[src/rtl/riscv24_pkg.sv]
// Shared constants for the 24-bit RISC datapath: word/immediate widths and
// the saturation limits of the 18-bit immediate field.
package riscv24_pkg;

  localparam int WORD_W = 24;
  localparam int IMM_W  = 18;
  localparam int OVF_CNT_W = 8;

  localparam logic [IMM_W-1:0] SAT_POS = 18'h1FFFF;
  localparam logic [IMM_W-1:0] SAT_NEG = 18'h20000;

endpackage

[src/rtl/narrow_core.sv]
// Combinational narrowing of a two's-complement word to OUT_W bits, with
// overflow detection and optional saturation toward the nearest limit.
module narrow_core
  import riscv24_pkg::*;
#(
  parameter int IN_W  = WORD_W,
  parameter int OUT_W = IMM_W
) (
  input  logic [IN_W-1:0]  in_data,
  input  logic             sat_en,
  output logic [OUT_W-1:0] out_data,
  output logic             ovf
);

  localparam logic [OUT_W-1:0] SAT_HI = {1'b0, {(OUT_W-1){1'b1}}};
  localparam logic [OUT_W-1:0] SAT_LO = {1'b1, {(OUT_W-1){1'b0}}};

  // The word fits when every bit from the new sign position upward agrees.
  logic [IN_W-OUT_W:0] upper_s;
  logic                fits_s;

  assign upper_s = in_data[IN_W-1:OUT_W-1];
  assign fits_s  = (&upper_s) | ~(|upper_s);

  // Select truncated or saturated result.
  always_comb begin
    out_data = in_data[OUT_W-1:0];
    ovf      = 1'b0;
    if (fits_s) begin
      out_data = in_data[OUT_W-1:0];
      ovf      = 1'b0;
    end else if (sat_en) begin
      out_data = in_data[IN_W-1] ? SAT_LO : SAT_HI;
      ovf      = 1'b1;
    end else begin
      out_data = in_data[OUT_W-1:0];
      ovf      = 1'b1;
    end
  end

endmodule

[src/rtl/sign_narrow.sv]
// Registered, valid/ready narrowing stage: narrow_core feeds a 2-entry FIFO
// of pre-narrowed entries, plus a saturating count of overflowing words.
module sign_narrow
  import riscv24_pkg::*;
#(
  parameter int IN_W  = WORD_W,
  parameter int OUT_W = IMM_W,
  parameter int CNT_W = OVF_CNT_W
) (
  input  logic             clk,
  input  logic             rst_n,
  input  logic             in_valid,
  output logic             in_ready,
  input  logic [IN_W-1:0]  in_data,
  input  logic             sat_en,
  output logic             out_valid,
  input  logic             out_ready,
  output logic [OUT_W-1:0] out_data,
  output logic             out_ovf,
  input  logic             ovf_clr,
  output logic [CNT_W-1:0] ovf_count
);

  logic [OUT_W-1:0] nar_data_s;
  logic             nar_ovf_s;
  logic             push_s;
  logic             pop_s;

  logic [1:0]       count_q, count_d;
  logic             wr_ptr_q, wr_ptr_d;
  logic             rd_ptr_q, rd_ptr_d;
  logic [OUT_W-1:0] data_q [2];
  logic [OUT_W-1:0] data_d [2];
  logic             ovf_q  [2];
  logic             ovf_d  [2];
  logic [CNT_W-1:0] ovf_count_q, ovf_count_d;

  narrow_core #(
    .IN_W  (IN_W),
    .OUT_W (OUT_W)
  ) u_core (
    .in_data  (in_data),
    .sat_en   (sat_en),
    .out_data (nar_data_s),
    .ovf      (nar_ovf_s)
  );

  // Handshake flags come only from registered state, so out_ready never
  // reaches in_ready combinationally.
  assign in_ready  = (count_q != 2'd2);
  assign out_valid = (count_q != 2'd0);
  assign out_data  = data_q[rd_ptr_q];
  assign out_ovf   = ovf_q[rd_ptr_q];
  assign ovf_count = ovf_count_q;
  assign push_s    = in_valid && in_ready;
  assign pop_s     = out_valid && out_ready;

  // Next-state for FIFO storage, pointers, occupancy and overflow counter.
  always_comb begin
    data_d      = data_q;
    ovf_d       = ovf_q;
    wr_ptr_d    = wr_ptr_q;
    rd_ptr_d    = rd_ptr_q;
    count_d     = count_q;
    ovf_count_d = ovf_count_q;

    if (push_s) begin
      data_d[wr_ptr_q] = nar_data_s;
      ovf_d[wr_ptr_q]  = nar_ovf_s;
      wr_ptr_d         = ~wr_ptr_q;
    end else begin
      wr_ptr_d = wr_ptr_q;
    end

    if (pop_s) begin
      rd_ptr_d = ~rd_ptr_q;
    end else begin
      rd_ptr_d = rd_ptr_q;
    end

    case ({push_s, pop_s})
      2'b10:   count_d = count_q + 2'd1;
      2'b01:   count_d = count_q - 2'd1;
      default: count_d = count_q;
    endcase

    // A clear coinciding with an overflowing push still records that push.
    if (ovf_clr) begin
      ovf_count_d = (push_s && nar_ovf_s) ? {{(CNT_W-1){1'b0}}, 1'b1} : {CNT_W{1'b0}};
    end else if (push_s && nar_ovf_s && (ovf_count_q != {CNT_W{1'b1}})) begin
      ovf_count_d = ovf_count_q + {{(CNT_W-1){1'b0}}, 1'b1};
    end else begin
      ovf_count_d = ovf_count_q;
    end
  end

  // State registers with asynchronous reset.
  always_ff @(posedge clk or negedge rst_n) begin
    if (!rst_n) begin
      count_q     <= 2'd0;
      wr_ptr_q    <= 1'b0;
      rd_ptr_q    <= 1'b0;
      ovf_count_q <= {CNT_W{1'b0}};
      for (int i = 0; i < 2; i++) begin
        data_q[i] <= {OUT_W{1'b0}};
        ovf_q[i]  <= 1'b0;
      end
    end else begin
      count_q     <= count_d;
      wr_ptr_q    <= wr_ptr_d;
      rd_ptr_q    <= rd_ptr_d;
      ovf_count_q <= ovf_count_d;
      for (int i = 0; i < 2; i++) begin
        data_q[i] <= data_d[i];
        ovf_q[i]  <= ovf_d[i];
      end
    end
  end

endmodule

[config.mk]
export PLATFORM = sky130hd
export DESIGN_NAME = sign_narrow
export DESIGN_NICKNAME = d
export VERILOG_FILES = /design/src/rtl/riscv24_pkg.sv /design/src/rtl/narrow_core.sv /design/src/rtl/sign_narrow.sv
export SDC_FILE = /design/constraint.sdc
export NUM_CORES = 1
export LEC_CHECK = 0
export CORE_MARGIN = 2
export CORE_UTILIZATION = 49
export CTS_CLUSTER_DIAMETER = 150
export DETAILED_ROUTE_END_ITERATION = 10
export PLACE_DENSITY = 0.85
export SLEW_MARGIN = 20
export SYNTH_ARGS = -nofsm -noshare
export SYNTH_HDL_FRONTEND = slang
export SYNTH_SLANG_ARGS = --single-unit
export TNS_END_PERCENT = 1
[constraint.sdc]
create_clock -name clk -period 2.2 [get_ports clk]
set_clock_uncertainty 0.15 [all_clocks]
set_input_delay 0.33 -clock clk [delete_from_list [all_inputs] [get_ports clk]]
set_output_delay 0.33 -clock clk [all_outputs]
set_load 0.1 [all_outputs]
Yosys cells after proc, flatten, opt, wreduce, memory -nomap -nowiden --
Cells that the tools add are included.
Storage, ports and cells: register bits 50, input bits 30, output and inout bits 29
Cells by class: $add $sub $neg 3, magnitude comparators 3, eq/ne operators 4, mux-type cells 20, bitwise gates (word level) 6, reductions and logical operators 10
Operator list (number):
- 18-bit 2-to-1 mux | 7
- 36-bit bitwise mux | 1
- 18-bit demux with 1-bit select | 1
- 8-bit 2-to-1 mux | 2
- 8-bit by 1-bit adder with 8-bit output, second input constant | 1
- 8-bit inequality test, second input constant | 1
- 7-bit AND reduction | 1
- 7-bit OR reduction | 1
- 1-bit 2-to-1 mux | 6
- 2-bit nonzero test | 3
- 1-bit logical AND | 5
- 2-bit >= comparator, second input constant | 2
- 1-bit NOT with 2-bit output | 2
- 2-bit one-hot mux with 2 select lines | 1
- 1-bit NOT | 3
- 2-bit by 1-bit adder with 2-bit output, second input constant | 1
- 2-bit bitwise mux | 1
- 2-bit by 1-bit == test with 1-bit output, second input constant | 1
- 2-bit == test, second input constant | 1
- 2-bit by 1-bit < comparator with 1-bit output, second input constant | 1
- 2-bit inequality test, second input constant | 1
- 2-bit by 1-bit subtractor with 2-bit output, second input constant | 1
- 1-bit demux with 1-bit select | 1
- 1-bit bitwise OR | 1

Longest topological paths before layout --
depth in word-level cells 8, gate-level depth with buffers 7

Hierarchy --
A second synthesis with hierarchy kept.
Unflattened totals: cells, all modules 228, area total of the unflattened synthesis 2788.9 um^2
By module, submodules not included:
- sign_narrow | times used 1, cells an instance 165, area an instance 2297.2 um^2, seq. area each 1251.2 um^2
- narrow_core | times used 1, cells an instance 63, area an instance 491.7 um^2, seq. area each 0.0 um^2

Least setup slack after synthesis --
OpenSTA, ideal clock, no wires.
path type reg2out, from reg rd_ptr_q, to out out_ovf, data arrival time 2754 ps, data required time 1720 ps, setup slack -1034 ps, cell stages (with the launch flop) 3, path buffers 1, cells stage by stage dfrtp_1 -> clkbuf_1 -> o21ai_0
On the way: word-level cells in the longest chain between the ends 4
Ends and longest elaborated chain:
- start, declared | RTL line sign_narrow.sv:31 | logic rd_ptr_q, rd_ptr_d;
- start signal, assigned | RTL line sign_narrow.sv:111 | rd_ptr_q <= rd_ptr_d;
- 1-bit NOT with 2-bit output (implied by the code) | RTL line sign_narrow.sv:53 | assign out_ovf = ovf_q[rd_ptr_q];
- 1-bit 2-to-1 mux (implied by the code) (3 in series) | RTL line sign_narrow.sv:53
- end, declared | RTL line sign_narrow.sv:19 | output logic out_ovf,
Every way passes these cells. The select of a mux whose other input is x is not followed.

Final worst setup path --
from in in_data[23], to reg ovf_count_q[7], in the netlist ovf_count[7]
On the way: word-level cells in the longest chain between the ends 7
Ends and longest elaborated chain:
- start, declared | RTL line sign_narrow.sv:14 | input logic [IN_W-1:0] in_data,
- 7-bit OR reduction | RTL line narrow_core.sv:23 | assign fits_s = (&upper_s) | ~(|upper_s);
- 1-bit NOT | RTL line narrow_core.sv:23
- 1-bit bitwise OR * | RTL line narrow_core.sv:23
- 1-bit 2-to-1 mux * | RTL line narrow_core.sv:29 | if (fits_s) begin
- 1-bit logical AND * (2 in series) | RTL line sign_narrow.sv:90 | end else if (push_s && nar_ovf_s && (ovf_count_q != {CNT_W{1'b1}})) begin
- 2-bit nonzero test (no line) *
- end signal, assigned | RTL line sign_narrow.sv:103 | ovf_count_q <= {CNT_W{1'b0}};
- end signal, assigned | RTL line sign_narrow.sv:112 | ovf_count_q <= ovf_count_d;
- end, declared | RTL line sign_narrow.sv:36 | logic [CNT_W-1:0] ovf_count_q, ovf_count_d;
Mark *: on every way between the ends. The rest lies on a longest branch, timed or not. A chain may end at the register's enable or synchronous reset.

==> flow_metrics.py <==
metrics = {
    "outcome": {
        "status": "finished, final reports clean",
    },
    "sta": {
        "setup_slack_ps": 200,
        "hold_viol": 0,
        "finalSetupViolations": 0,
        "slew-limit-headroom": 0.587,
        "worst-slew-pin-transition_ps": 619,
        "period_share": 0.909,
        "fin_tns_setup_ps": 0,
        "fin_crit_ps": 2000,
        "timing.fmax_ghz": 0.500,
        "drv_slew": 0,
        "rsz0062_at_grt": "no",
        "whs_ps": 333,
    },
    "critical_path": {
        "r2r-end": "ovf_count[4]",
        "cp.arrival_ps": 2060,
        "critical-path-top-delay-family": "simple AND/OR/NAND/NOR gates",
        "crit_start": "in_data[23]",
        "crit_fanout": 4,
        "path_cells": "clkdlybuf4s50_1, and4_4, nand4_4, nand4_4, or4_4, a221oi_2",
        "crit_path_top_delay_cell": "or4_4",
        "critical_path_class": "input port to register",
        "setup.worst_path.start_class": "input port",
        "worst-path-buf-inv": 1,
        "rr_worst_depth": 5,
        "rr_startpoint": "ovf_count[0]",
        "r2r_slack_ps": 320,
        "max_stage_delay_ps": 530,
        "crit_top_cell": "nand4_4",
        "critPathRequiredTime_ps": 2260,
        "worstSetupEndpointType": "register",
    },
    "global_routing": {
        "grt-ovfl-total": 0,
        "grt_start_max_net_pins": 51,
        "antenna_found_initial": 0,
        "track_usage": 0.224,
        "grt_pass1_wl_mm": 9.22,
        "first_global_vias": 2049,
    },
    "placement": {
        "place_ws_ps": -110,
        "place.gp.congestion": 0.850,
        "io_buffers": 58,
        "place_hpwl_mm": 4.12,
    },
    "logic_synthesis": {
        "ys_seq_area_frac": 0.524,
        "syn_area_per_cell_um2": 9.91,
        "postSynth.asyncResetShare": 1.00,
        "syn_nets": 273,
        "ys_seq_elements": 50,
        "syn_inst": 241,
        "synth_flop_cell": "dfrtp_1",
        "ys_types": 36,
        "yosys_warnings": 0,
        "syn_area_um2": 2390,
        "synth_edf_count": 0,
    },
    "clock_tree": {
        "cts_tree": "yes",
        "clock-sinks": 50,
        "h-tree-depth": 2,
        "cts_root_buf": "clkbuf_8",
        "clk_latency_ps": 300,
        "cts_buffers": 5,
        "ctsLongestPathBuffers": 2,
        "cts.clk_slew.worst_paths_ps": 90,
        "cts_resized": 0,
    },
    "die": {
        "ios": 59,
        "dieArea_um2": 5450,
        "die_w_um": 73.8,
        "die_h_um": 73.8,
        "start_util": 0.506,
        "core_area_um2": 4720,
        "rows": 25,
    },
    "cells_and_area": {
        "areaGrowthSynthToFinish_pct": 44.2,
        "antennaDiodeCount": 0,
        "drive_above_1_share": 0.277,
        "fin_nets": 346,
    },
    "detailed_routing": {
        "ant_nets": 0,
        "dr.pass1.iters": 4,
        "routed_wl_mm": 5.71,
        "dr_total_vias": 2016,
        "drtIter0Drc": 99,
        "via_per_inst": 5.29,
        "drc": 0,
        "avgRoutedWirePerCell_um": 15.0,
    },
    "worst_hold_path": {
        "hp-class": "register to register",
        "hold_path_end": "count_q[1]",
        "holdPathStages": 1,
        "worstHoldStart": "count_q[1]",
    },
    "flow_run": {
        "drv_cap": 0,
    },
}
-- flip-flops by register name (all words and copies together), names as in the netlist --
register,count
count_q,2
data_q,36
ovf_count,8
ovf_q,2
rd_ptr_q,1
wr_ptr_q,1
-- worst max-delay path by stage --
stage	end	slack, ps	cells past startpoint
after floorplan	ovf_count[4]	-260	6
after global placement	ovf_count[5]	-70	6
after detailed placement	ovf_count[5]	-110	6
after CTS	ovf_count[7]	210	6
after global routing	ovf_count[5]	110	6
final	ovf_count[7]	200	6
-- layer usage --
metal	routed length, µm	track usage	vias up
met3	398	0.0672	6
met1	2410	0.286	957
met2	2870	0.366	73
li1	-	-	980
met5	0	0	-
met4	25	0.0687	0
-- cell type report --
| class | count | area [µm²] |
|---|---|---|
| sequential | 50 | 1250 |
| timing repair buffer | 79 | 938 |
| clock inverter | 2 | 13.8 |
| tap | 67 | 83.8 |
| multi-input combinational | 175 | 1080 |
| fill | 328 | 1280 |
| inverter | 3 | 11.3 |
| clock buffer | 5 | 68.8 |
-- layout by cell type (no fill, tap or decap), types with 2 or more instances in the layout --
cell type	Yosys	layout
clkdlybuf4s50_1	0	28
and2_1	3	3
o21a_1	2	2
mux2_2	20	20
inv_1	3	3
nand2_1	23	23
mux2i_1	2	2
xnor2_1	3	3
nor2b_1	2	2
nor3_1	2	2
nor2_1	43	43
a211oi_1	3	3
clkbuf_8	0	5
nand3_1	4	4
buf_12	0	22
nand2b_1	3	3
buf_4	0	27
xor2_1	2	2
o21ai_0	5	4
nand4_4	2	2
a21oi_1	40	40
dfrtp_1	50	50
ha_1	2	2
-- Yosys cell counts, drive strengths merged, types with 3 or more instances --
master	n	area share
dfrtp	50	0.52
nor2	43	0.068
a21oi	40	0.084
nand2	23	0.036
mux2	20	0.094
clkbuf	8	0.013
buf	5	0.010
nand3	5	0.013
o21ai	5	0.010
a211oi	3	0.0094
and2	3	0.0079
inv	3	0.0047
nand2b	3	0.0079
xnor2	3	0.011
-- timing repair --
action                                 CTS  global route
endpoints found under the hold margin   34             0
hold buffers                             1             0
setup buffers                            0             0
-- logic make-up after synthesis --
family                     share of synthesized area
buffers and inverters                         0.0272
DFF                                            0.524
muxes                                          0.103
xor gates and xnor gates                      0.0183
and+or+nand+nor                                0.191
adders and majority gates                     0.0105
AOI/OAI and AO/OA                              0.127
-- through the flow --
step	utilization	instances	area, µm²
2_1_floorplan	-	241	2390
3_3_place_gp	0.710	373	3350
3_5_place_dp	0.710	373	3350
4_1_cts	0.729	381	3440
5_1_grt	0.729	381	3440
6_report	0.729	381	3440
Power is not shown: default switching activity piles up to over one toggle a cycle in this logic, so the estimate is an artifact.
